===== src/rtl/decode_front_pkg.sv =====
// Shared opcode/funct constants, instruction classes and decode helper for decode_front.
// Branch-delay-slot behaviour is selected by the DECODE_DELAY_SLOT_EN macro in decode_front.
package decode_front_pkg;

    localparam logic [5:0] OP_SPECIAL = 6'h00;
    localparam logic [5:0] OP_J       = 6'h02;
    localparam logic [5:0] OP_JAL     = 6'h03;
    localparam logic [5:0] OP_BEQ     = 6'h04;
    localparam logic [5:0] OP_ORI     = 6'h0D;
    localparam logic [5:0] OP_LUI     = 6'h0F;
    localparam logic [5:0] OP_LW      = 6'h23;
    localparam logic [5:0] OP_SW      = 6'h2B;

    localparam logic [5:0] FN_JR      = 6'h08;
    localparam logic [5:0] FN_ADDU    = 6'h21;
    localparam logic [5:0] FN_SUBU    = 6'h23;

    localparam logic [31:0] NOP_INSTR     = 32'h0000_0000;
    localparam logic [31:0] RESET_PC_BASE = 32'h0000_3000;

    typedef enum logic [3:0] {
        InsNop,
        InsAddu,
        InsSubu,
        InsOri,
        InsLui,
        InsLw,
        InsSw,
        InsBeq,
        InsJ,
        InsJal,
        InsJr
    } instr_e;

    // Anything outside the supported set collapses to InsNop.
    function automatic instr_e decode_instr(input logic [31:0] ir);
        instr_e kind;
        kind = InsNop;
        case (ir[31:26])
            OP_SPECIAL: begin
                case (ir[5:0])
                    FN_ADDU: kind = InsAddu;
                    FN_SUBU: kind = InsSubu;
                    FN_JR:   kind = InsJr;
                    default: kind = InsNop;
                endcase
            end
            OP_ORI:  kind = InsOri;
            OP_LUI:  kind = InsLui;
            OP_LW:   kind = InsLw;
            OP_SW:   kind = InsSw;
            OP_BEQ:  kind = InsBeq;
            OP_J:    kind = InsJ;
            OP_JAL:  kind = InsJal;
            default: kind = InsNop;
        endcase
        return kind;
    endfunction

endpackage


===== src/rtl/decode_front_npc_unit.sv =====
// npc_unit: combinational branch/jump target and taken resolution for the D-stage instruction.
module decode_front_npc_unit
    import decode_front_pkg::*;
(
    input  logic [31:0] IR_D,
    input  logic [31:0] PC4_D,
    input  logic [31:0] rs_fwd_D,
    input  logic [31:0] rt_fwd_D,
    output logic [31:0] npc,
    output logic        taken
);

    instr_e      kind;
    logic [31:0] br_off;
    logic [31:0] br_target;
    logic [31:0] j_target;

    assign kind      = decode_instr(IR_D);
    assign br_off    = {{14{IR_D[15]}}, IR_D[15:0], 2'b00};
    assign br_target = PC4_D + br_off;
    assign j_target  = {PC4_D[31:28], IR_D[25:0], 2'b00};

    always_comb begin
        npc   = br_target;
        taken = 1'b0;
        unique case (kind)
            InsBeq: begin
                npc   = br_target;
                taken = (rs_fwd_D == rt_fwd_D);
            end
            InsJ, InsJal: begin
                npc   = j_target;
                taken = 1'b1;
            end
            InsJr: begin
                npc   = rs_fwd_D;
                taken = 1'b1;
            end
            default: begin
                npc   = br_target;
                taken = 1'b0;
            end
        endcase
    end

endmodule


===== src/rtl/decode_front.sv =====
// MIPS decode front end: IF/ID register, branch/jump redirect and hazard stall.
// Define DECODE_DELAY_SLOT_EN for delay-slot semantics; otherwise a redirect squashes F.
module decode_front
    import decode_front_pkg::*;
#(
    parameter logic [31:0] RESET_PC4 = RESET_PC_BASE
) (
    input  logic        clk,
    input  logic        reset,
    input  logic [31:0] PC4_F,
    input  logic [31:0] IR_F,
    input  logic [31:0] rs_fwd_D,
    input  logic [31:0] rt_fwd_D,
    input  logic [4:0]  wa_E,
    input  logic        ld_E,
    input  logic [4:0]  wa_M,
    input  logic        ld_M,
    output logic [31:0] IR_D,
    output logic [31:0] PC4_D,
    output logic [31:0] npc_D,
    output logic        pc_sel1_D,
    output logic        stall,
    output logic        flush_E
);

    instr_e     kind;
    logic [4:0] rs_d;
    logic [4:0] rt_d;
    logic       use_rs;
    logic       use_rt;
    logic       is_cmp;
    logic       hit_e;
    logic       hit_m;
    logic       taken;
    logic       squash;

    assign kind = decode_instr(IR_D);
    assign rs_d = IR_D[25:21];
    assign rt_d = IR_D[20:16];

    always_comb begin
        use_rs = 1'b0;
        use_rt = 1'b0;
        is_cmp = 1'b0;
        case (kind)
            InsAddu, InsSubu, InsSw: begin
                use_rs = 1'b1;
                use_rt = 1'b1;
            end
            InsOri, InsLw: use_rs = 1'b1;
            InsBeq: begin
                use_rs = 1'b1;
                use_rt = 1'b1;
                is_cmp = 1'b1;
            end
            InsJr: begin
                use_rs = 1'b1;
                is_cmp = 1'b1;
            end
            default: begin
                use_rs = 1'b0;
                use_rt = 1'b0;
                is_cmp = 1'b0;
            end
        endcase
    end

    // A zero destination means "no writer", so $0 sources can never match.
    assign hit_e = (wa_E != 5'd0) &&
                   ((use_rs && (rs_d == wa_E)) || (use_rt && (rt_d == wa_E)));
    assign hit_m = (wa_M != 5'd0) &&
                   ((use_rs && (rs_d == wa_M)) || (use_rt && (rt_d == wa_M)));

    // Branch compares in D see no E result at all, and only the M result of a load is late.
    assign stall = (ld_E && hit_e) || (is_cmp && hit_e) || (is_cmp && ld_M && hit_m);
    assign flush_E = stall;

    decode_front_npc_unit u_npc_unit (
        .IR_D     (IR_D),
        .PC4_D    (PC4_D),
        .rs_fwd_D (rs_fwd_D),
        .rt_fwd_D (rt_fwd_D),
        .npc      (npc_D),
        .taken    (taken)
    );

    assign pc_sel1_D = taken & ~stall;

`ifdef DECODE_DELAY_SLOT_EN
    assign squash = 1'b0;
`else
    assign squash = pc_sel1_D;
`endif

    always_ff @(posedge clk or posedge reset) begin
        if (reset) begin
            IR_D  <= NOP_INSTR;
            PC4_D <= RESET_PC4;
        end else if (stall) begin
            IR_D  <= IR_D;
            PC4_D <= PC4_D;
        end else if (squash) begin
            IR_D  <= NOP_INSTR;
            PC4_D <= PC4_F;
        end else begin
            IR_D  <= IR_F;
            PC4_D <= PC4_F;
        end
    end

endmodule


===== config.mk =====
export PLATFORM = sky130hd
export DESIGN_NAME = decode_front
export DESIGN_NICKNAME = d
export VERILOG_FILES = /design/src/rtl/decode_front_pkg.sv /design/src/rtl/decode_front_npc_unit.sv /design/src/rtl/decode_front.sv
export SDC_FILE = /design/constraint.sdc
export NUM_CORES = 1
export LEC_CHECK = 0
export ABC_AREA = 1
export CAP_MARGIN = 0
export CORE_MARGIN = 2
export CORE_UTILIZATION = 30
export DETAILED_ROUTE_END_ITERATION = 6
export SLEW_MARGIN = 10
export SYNTH_ARGS = -nofsm -noshare
export SYNTH_HDL_FRONTEND = slang
export SYNTH_SLANG_ARGS = --single-unit
export TNS_END_PERCENT = 100

===== constraint.sdc =====
create_clock -name clk -period 3.1 [get_ports clk]
set_input_delay 0.465 -clock clk [delete_from_list [all_inputs] [get_ports clk]]
set_output_delay 0.465 -clock clk [all_outputs]
set_load 0.01 [all_outputs]

==> out/qor.csv, run 1 <==
metric;value;unit
status;completed;
ff_latch_area;1610;um^2
synth-edff-count;0;
antenna_found_initial;0;
first_iter_violations;450;
crit_start;PC4_D[12]$_DFFE_PP1N_;
cts_tree;done;
routed_wl;26.6;mm
clk_pin_slew;0.06;ns
fin_ws;0.0553;ns
final_util;0.524;
via_count;7604;
h-tree-depth;3;
synth-async-reset-ratio;1.00;
fin_crit;3.04;ns
critPathArrivalTime;2.58;ns
powerDensity;348;nW/um^2
drv_slew;0;
r2r-start;IR_D[4]$_DFFE_PP0N_;
crit_end;npc_D[23];
port_buffers;240;
die-area;21800;um^2
synth-simple-area-share;0.400;
fmax;328;MHz
fp.dieW;148;um
synth_nets;1136;
clock_skew;0.00927;ns
cp-start-kind;flop;
boundaryPins;241;
cp_max_fo;3;
slew_headroom;0.614;
synth_compound_area_frac;0.113;
ys_seq_area_frac;0.259;
setup_viol;0;
r2r.worst_path.cells;17;
fin_nets;1473;
ys.flop_type;dfrtp_1;
cap_violations;0;
grt_pass1_vias;7577;
gp_congestion;0.898;
layout-drive-gt1-share;0.237;
rsz0062_at_grt;true;
design_area;10600;um^2
final_antenna_net_count;0;
synth_xor_area_frac;0.0609;
hp-class;input port to async pin;
rows;52;
ctsRootBufferMaster;clkbuf_16;
synth_top_family_by_area;simple AND/OR/NAND/NOR gates;
area_growth;71.4;%
n_fill_cell;2022;
clock_path_buffers;2;
dp_cells;1542;
muxShareOfSynthArea;0;
cts.sinks;64;
cts_hold_buf;0;
required;2.63;ns
min_period_over_period;0.982;
hold_viol_final;0;
core;20200;um^2
peakVddDrop;0.000266;V
synthCells;964;
rrSetupSlack;0.39;ns
power_leakage;5.16;nW
viasPerCell;4.82;
die_h;148;um
numCtsBuffers;9;
dr.pass1.iters;5;
dp_hpwl;20.2;mm
grt_pass1_wl;41.2;mm
wl_per_cell;16.9;um
ys_types;45;
place_ws;-0.0644;ns
crit_type;flop to primary output;
fin_cells;1576;
multiInputGateArea;4580;um^2
drc;0;
ys_ff_latch;64;
gr-total-overflow;0;
syn_area;6190;um^2
ys.warnings.count;0;
antenna_cells;0;
start_util;0.306;
synth_fa_ha_area_frac;0.0619;
placed_area;9530;um^2
grt_max_degree;64;
r2r_end;IR_D[13]$_DFFE_PP0N_;
worst_pin_slew;0.579;ns
end_kind;primary output;
synth_area_per_cell;6.42;um^2
grt_util_all_layers;0.243;
clk_latency;0.34;ns
[placed cells by master (no fill, tap or decap), drive strengths merged, types with 2 or more instances in the layout]
| cell | synthesis | final |
|---|---|---|
| nand3 | 147 | 147 |
| a21o | 8 | 8 |
| a21oi | 36 | 36 |
| o22ai | 3 | 3 |
| nand2 | 295 | 295 |
| buf | 21 | 127 |
| nor4 | 4 | 4 |
| dfrtp | 62 | 62 |
| o21a | 3 | 3 |
| dfstp | 2 | 2 |
| xor2 | 30 | 30 |
| nor2 | 64 | 64 |
| inv | 124 | 123 |
| or2 | 20 | 20 |
| o21bai | 7 | 7 |
| xnor2 | 13 | 13 |
| nand4 | 12 | 12 |
| nor3 | 12 | 12 |
| ha | 29 | 29 |
| o221ai | 7 | 7 |
| nand3b | 4 | 4 |
| o211ai | 11 | 11 |
| dlygate4sd2 | 0 | 14 |
| o21ai | 25 | 25 |
| clkinv | 1 | 4 |
| clkdlybuf4s15 | 0 | 4 |
| clkbuf | 12 | 20 |
| clkdlybuf4s50 | 0 | 205 |
| a22o | 3 | 3 |
[stage by stage]
step	total power, W	hold slack (ns)	TNS, ns
after floorplan	0.00161	0.475	0
after global placement	0.00245	0.469	-0.172
after detailed placement	0.00246	0.487	-0.224
after CTS	0.00364	0.510	-0.137
after global routing	0.00391	0.549	-0.117
final	0.00369	0.507	0
[registers in the layout, summed over array words and instances (netlist names)]
register and flops:
PC4_D 32, IR_D 32
[worst max-delay path: stages (launching register included)]
cell	delay (ns)
dfstp_2	0.58
ha_4	0.23
a21oi_4	0.16
o21ai_2	0.06
a21oi_2	0.13
buf_4	0.13
buf_4	0.09
buf_4	0.08
inv_1	0.03
nand2_1	0.06
nand3_2	0.12
or2_4	0.25
nand3_2	0.08
o211ai_1	0.08
buf_2	0.16
[kinds of logic (layout without fill, tap and decap cells)]
family          count (synthesis)  count (layout)
simple gates                  559             559
buf+inv                       158             500
xor+xnor                       43              43
compound gates                110             110
fa+ha+maj                      30              30
flops                          64              64
[synth_stat cells (all sizes together) (4+ instances only)]
library cell / count / share of area
clkbuf: 12 / 0.0073
o21ai: 25 / 0.020
xor2: 30 / 0.042
a21oi: 36 / 0.029
nand3b: 4 / 0.0049
nor4: 4 / 0.0040
dfrtp: 62 / 0.25
o221ai: 7 / 0.0099
nand2: 295 / 0.18
or2: 20 / 0.020
nor3: 12 / 0.0097
nand4: 12 / 0.012
a21o: 8 / 0.0097
inv: 124 / 0.075
ha: 29 / 0.059
nand3: 147 / 0.12
xnor2: 13 / 0.018
o21bai: 7 / 0.010
o211ai: 11 / 0.013
nor2: 64 / 0.042
buf: 21 / 0.021
[metal layers]
metal / track usage / wire length (um) / up-vias
met5: 0 / 0 / -
met4: 0.0716 / 574 / 0
met3: 0.0460 / 1540 / 36
met2: 0.414 / 12900 / 217
met1: 0.312 / 11500 / 3522
li1: - / - / 3829
[layout make-up]
class,count,share of cell area
multi-input cells,742,0.432
repair buffers,359,0.311
flip-flops and latches,64,0.152
inverters,125,0.0445
well taps,270,0.0319
clock buffers,13,0.0255
clock inverters,3,0.00378
[power by group]
group	switching (W)	internal, W
clock network	0.000409	0.000687
logic	0.000789	0.000855
registers	0.0000641	0.000889
total	0.00126	0.00243
[worst min-delay path by stage]
stage                                     start                    end  slack (ns)
final                                     reset   IR_D[30]$_DFFE_PP0N_        0.51
after global routing       PC4_D[1]$_DFFE_PP0N_   PC4_D[1]$_DFFE_PP0N_        0.55
after CTS                 PC4_D[12]$_DFFE_PP1N_  PC4_D[12]$_DFFE_PP1N_        0.51
after detailed placement  PC4_D[12]$_DFFE_PP1N_  PC4_D[12]$_DFFE_PP1N_        0.49
after global placement    PC4_D[12]$_DFFE_PP1N_  PC4_D[12]$_DFFE_PP1N_        0.47
after floorplan           PC4_D[12]$_DFFE_PP1N_  PC4_D[12]$_DFFE_PP1N_        0.48
[what timing repair did]
action / in CTS / in global routing
gates resized for setup: 142 / 89
buffers inserted: 13 / 4
setup endpoints to repair: 35 / 30
pin swaps: 17 / 39
gates cloned: 1 / 0
Note: power is estimated with default switching activity, not from simulation.
==> run 2, diff against run 1 <==
--- a/config.mk
+++ b/config.mk
@@ -10,6 +10,7 @@
 export CORE_MARGIN = 2
 export CORE_UTILIZATION = 30
 export DETAILED_ROUTE_END_ITERATION = 6
+export REMOVE_ABC_BUFFERS = 1
 export SLEW_MARGIN = 10
 export SYNTH_ARGS = -nofsm -noshare
 export SYNTH_HDL_FRONTEND = slang
==> constraint.sdc (replaced) <==
create_clock -name clk -period 2.9 [get_ports clk]
set_input_delay 0.435 -clock clk [delete_from_list [all_inputs] [get_ports clk]]
set_output_delay 0.435 -clock clk [all_outputs]
set_load 0.01 [all_outputs]
==> out/qor.csv, run 2 (synthesis results as in run 1) <==
metric;value;unit
critPathArrivalTime;2.55;ns
status;finished, violations left;
fin_crit;2.98;ns
multiInputGateArea;4770;um^2
clk_pin_slew;0.06;ns
wl_per_cell;16.9;um
placed_area;10000;um^2
violations;setup timing;
cap_violations;0;
layout-drive-gt1-share;0.313;
rows;52;
drv_slew;0;
hp-class;flop to flop;
fin_ws;-0.0812;ns
layout_commonest_cell;nand2_1;
first_iter_violations;397;
grt_pass1_wl;41.8;mm
design_area;11400;um^2
numCtsBuffers;9;
final_antenna_net_count;0;
gr-total-overflow;0;
h-tree-depth;3;
crit_start;IR_D[15]$_DFFE_PP0N_;
cp-start-kind;flop;
clock_skew;0.0127;ns
r2r-start;IR_D[4]$_DFFE_PP0N_;
crit_type;flop to primary output;
setup_viol;10;
dp_cells;1605;
pwr-share-comb;0.468;
fmax;335;MHz
peakVddDrop;0.000268;V
switchingPower;0.00146;W
slew_headroom;0.482;
hold_viol_final;0;
grt_max_degree;64;
powerDensity;367;nW/um^2
fin_cells;1656;
cts.sinks;64;
power_frac_clock;0.289;
ff_latch_area;1610;um^2
antenna_found_initial;0;
antenna_cells;0;
dp_hpwl;20.9;mm
die_h;148;um
dr.pass1.iters;5;
area_growth;84.4;%
core;20200;um^2
power_leakage;5.56;nW
min_period_over_period;1.03;
gp_congestion;0.933;
rsz0062_at_grt;true;
grt_pass1_vias;7857;
hp-start;PC4_D[0]$_DFFE_PP0N_;
required;2.47;ns
start_util;0.306;
clock_path_buffers;2;
viasPerCell;4.84;
p_int;0.00273;W
swShare;0.348;
grt_util_all_layers;0.246;
clk_latency;0.35;ns
worst_pin_slew;0.776;ns
end_kind;primary output;
n_fill_cell;1877;
layout_common_cells;nand2_1, clkdlybuf4s50_1, buf_4;
p_seq_frac;0.243;
cp_max_fo;5;
fin_nets;1553;
drc;0;
cts_hold_buf;0;
die-area;21800;um^2
port_buffers;240;
via_count;8008;
boundaryPins;241;
top_regs;IR_D (32), PC4_D (32);
cts_tree;done;
routed_wl;28.0;mm
fp.dieW;148;um
ctsRootBufferMaster;clkbuf_16;
[run 2: cell types whose count changed in the layout (fill, tap and decap cells not counted), sizes merged]
cell / previous run / this run
dlymetal6s2s: 1 / 0
clkinv: 4 / 2
bufinv: 1 / 2
buf: 127 / 217
clkinvlp: 0 / 2
inv: 123 / 125
clkdlybuf4s15: 4 / 3
bufbuf: 1 / 0
dlygate4sd2: 14 / 4
[run 2: through the flow]
step | setup slack [ns] | total power, W | setup TNS (ns) | hold slack [ns] | utilization
6_report | -0.0812 | 0.00418 | -0.467 | 0.525 | 0.564
5_1_grt | -0.199 | 0.00439 | -1.86 | 0.544 | 0.564
4_1_cts | -0.192 | 0.00403 | -1.20 | 0.518 | 0.535
3_5_place_dp | -0.357 | 0.00272 | -4.14 | 0.498 | 0.496
3_3_place_gp | -0.398 | 0.00272 | -4.38 | 0.482 | 0.496
2_1_floorplan | -0.376 | 0.00172 | -0.543 | 0.477 | -
[run 2: final timing paths]
check                                        end  slack [ns]  depth (start not counted)
max in group asynchronous  PC4_D[13]$_DFFE_PP1N_        1.62                          3
max reg2reg                 IR_D[23]$_DFFE_PP0N_        0.34                         16
max                                    npc_D[24]       -0.08                         13
min reg2reg                 PC4_D[0]$_DFFE_PP0N_        0.52                          2
min                         PC4_D[0]$_DFFE_PP0N_        0.52                          2
min in group asynchronous   IR_D[30]$_DFFE_PP0N_        0.55                          2
[run 2: power groups by stage]
stage / clock network, W / registers [W] / logic [W]
after CTS: 0.00124 / 0.00101 / 0.00178
after floorplan: 0 / 0.00104 / 0.000675
final: 0.00121 / 0.00102 / 0.00196
after detailed placement: 0 / 0.00102 / 0.00171
after global routing: 0.00126 / 0.00102 / 0.00210
after global placement: 0 / 0.00102 / 0.00171
[run 2: cell type report]
type | count | area share
Multi-Input combinational cell | 742 | 0.418
Timing Repair Buffer | 439 | 0.342
Sequential cell | 64 | 0.141
Inverter | 125 | 0.0416
Tap cell | 270 | 0.0296
Clock buffer | 10 | 0.0201
Clock inverter | 6 | 0.00812
[run 2: repair_timing]
action | CTS | global route
gates resized for setup | 179 | 148
setup buffers | 17 | 17
setup endpoints to repair | 35 | 58
pin swaps | 19 | 34
gates cloned | 0 | 1
[run 2: worst max-delay path, cell delays in order (launching register included)]
cell      delay, ns
dfrtp_2        0.50
buf_12         0.17
ha_4           0.29
nand2_4        0.06
inv_2          0.05
nand2_2        0.06
buf_4          0.14
nor2_4         0.13
nand4_1        0.15
nand3_4        0.15
a21o_1         0.15
nor2_1         0.04
o21bai_1       0.13
buf_2          0.16
[run 2: layer usage]
metal | global-route usage | up-vias | share of wire
met5 | 0 | - | 0
met4 | 0.0543 | 0 | 0.015
met3 | 0.0472 | 34 | 0.062
met2 | 0.429 | 266 | 0.49
met1 | 0.317 | 3730 | 0.44
li1 | - | 3978 | -
==> run 3, diff against run 2 <==
--- a/config.mk
+++ b/config.mk
@@ -10,7 +10,7 @@
 export CORE_MARGIN = 2
 export CORE_UTILIZATION = 30
 export DETAILED_ROUTE_END_ITERATION = 6
-export REMOVE_ABC_BUFFERS = 1
+export HOLD_SLACK_MARGIN = 0.15
 export SLEW_MARGIN = 10
 export SYNTH_ARGS = -nofsm -noshare
 export SYNTH_HDL_FRONTEND = slang
==> out/qor.csv, run 3 (synthesis results as in run 1) <==
metric;value;unit
n_fill_cell;1911;
placed_area;10000;um^2
multiInputGateArea;4830;um^2
rows;52;
peakVddDrop;0.000253;V
ff_latch_area;1610;um^2
power_frac_clock;0.257;
numCtsBuffers;9;
ctsRootBufferMaster;clkbuf_16;
fmax;338;MHz
violations;setup timing;
gr-total-overflow;0;
cp_max_fo;8;
drv_slew;0;
layout-drive-gt1-share;0.323;
drc;0;
via_count;7913;
status;finished, violations left;
routed_wl;27.0;mm
clock_skew;0.0121;ns
swShare;0.350;
worst_pin_slew;0.597;ns
end_kind;primary output;
setup_viol;8;
grt_pass1_vias;7873;
critPathArrivalTime;2.53;ns
fp.dieW;148;um
final.setup.tns;-0.239;ns
crit_path_top_delay_cell;dfrtp_2;
cp_cell_sequence;buf_6 > ha_4 > nand2_2 > nor2_4 > inv_2 > nor3_2 > buf_4 > nand4_1 > nand3_2 > or2_4 > nand3_4 > o211ai_1 > buf_2;
switchingPower;0.00139;W
slew_headroom;0.601;
cts.sinks;64;
final_util;0.563;
fin_nets;1549;
first_iter_violations;395;
min_period_over_period;1.02;
viasPerCell;4.79;
fin_ws;-0.0600;ns
layout_common_cells;nand2_1, clkdlybuf4s50_1, buf_4;
grt_max_degree;64;
clock_path_buffers;2;
path_delay_family;simple AND/OR/NAND/NOR gates;
dr.pass1.iters;4;
design_area;11400;um^2
hold_viol_final;0;
p_seq_frac;0.257;
core;20200;um^2
clk_pin_slew;0.06;ns
die-area;21800;um^2
hp-class;input port to async pin;
required;2.47;ns
grt_pass1_wl;41.6;mm
clk_latency;0.34;ns
dp_hpwl;20.6;mm
powerDensity;348;nW/um^2
grt_util_all_layers;0.244;
rsz0062_at_grt;true;
holdWs;0.491;ns
critPathMaxStageDelay;0.52;ns
top_regs;IR_D (32), PC4_D (32);
power_leakage;5.58;nW
crit_buf_inv;4;
fin_crit;2.96;ns
antenna_found_initial;1;
port_buffers;240;
place_ws;-0.226;ns
pwr-share-comb;0.487;
die_h;148;um
crit_type;flop to primary output;
wl_per_cell;16.4;um
final_antenna_net_count;0;
cap_violations;0;
layout_commonest_cell;nand2_1;
cts_tree;done;
p_int;0.00258;W
cp-start-kind;flop;
area_growth;84.3;%
start_util;0.306;
boundaryPins;241;
h-tree-depth;3;
gp_congestion;0.886;
run 3: cell count changes in the layout (fill, tap and decap cells not counted), sizes merged, moves of 2 or more:
cell,previous run,this run
clkbuf,20,24
bufinv,2,0
buf,217,215
inv,125,123
dlygate4sd2,4,2
clkdlybuf4s15,3,1
run 3: worst reg2reg max path, delay by kind of cell (launching register included):
family                 cells  cell delay (ns)
AO/OA/AOI/OAI              1             0.10
buffers and inverters      4             0.82
flip-flops                 1             0.40
AND/OR/NAND/NOR           10             1.17
run 3: final timing paths:
path / start / to / slack (ns) / cells past startpoint
setup / recovery: IR_D[15]$_DFFE_PP0N_ / npc_D[23] / -0.06 / 13
hold / removal: reset / IR_D[5]$_DFFE_PP0N_ / 0.49 / 2
setup reg to reg: IR_D[1]$_DFFE_PP0N_ / IR_D[12]$_DFFE_PP0N_ / 0.30 / 15
hold reg to reg: PC4_D[1]$_DFFE_PP0N_ / PC4_D[1]$_DFFE_PP0N_ / 0.51 / 2
max in group asynchronous: reset / IR_D[15]$_DFFE_PP0N_ / 1.76 / 3
min in group clk: PC4_D[1]$_DFFE_PP0N_ / PC4_D[1]$_DFFE_PP0N_ / 0.51 / 2
run 3: repair_timing:
action                                  in CTS  in global routing
hold buffers                                 0                  0
setup buffers                               13                 14
pin swaps                                   24                 79
gates cloned                                 1                  1
gates resized for setup                    199                161
endpoints found under the setup margin      36                 56
run 3: power groups by stage:
stage | logic, W | registers [W] | clock network, W
6_report | 0.00193 | 0.00102 | 0.00102
5_1_grt | 0.00209 | 0.00103 | 0.00109
4_1_cts | 0.00180 | 0.00102 | 0.00105
3_5_place_dp | 0.00170 | 0.00102 | 0
3_3_place_gp | 0.00170 | 0.00102 | 0
2_1_floorplan | 0.000680 | 0.00104 | 0
run 3: final cells by class:
type | instances | share of cell area
repair buffers | 435 | 0.340
multi-input cells | 742 | 0.423
flip-flops and latches | 64 | 0.141
well taps | 270 | 0.0296
clock buffers | 12 | 0.0225
clock inverters | 3 | 0.00154
diodes | 1 | 0.000219
inverters | 125 | 0.0421
run 3: stage by stage:
stage	instances	total power, W
after floorplan	964	0.00172
after global placement	1610	0.00271
after detailed placement	1610	0.00272
after CTS	1639	0.00386
after global routing	1652	0.00421
final	1652	0.00397
run 3: layer usage:
metal	part of all wire	up-vias	GRT usage	wire length (um)
met5	0	-	0	0
met1	0.43	3661	0.310	11600
met3	0.059	45	0.0540	1610
met4	0.025	0	0.0798	668
li1	-	3971	-	-
met2	0.49	236	0.411	13100
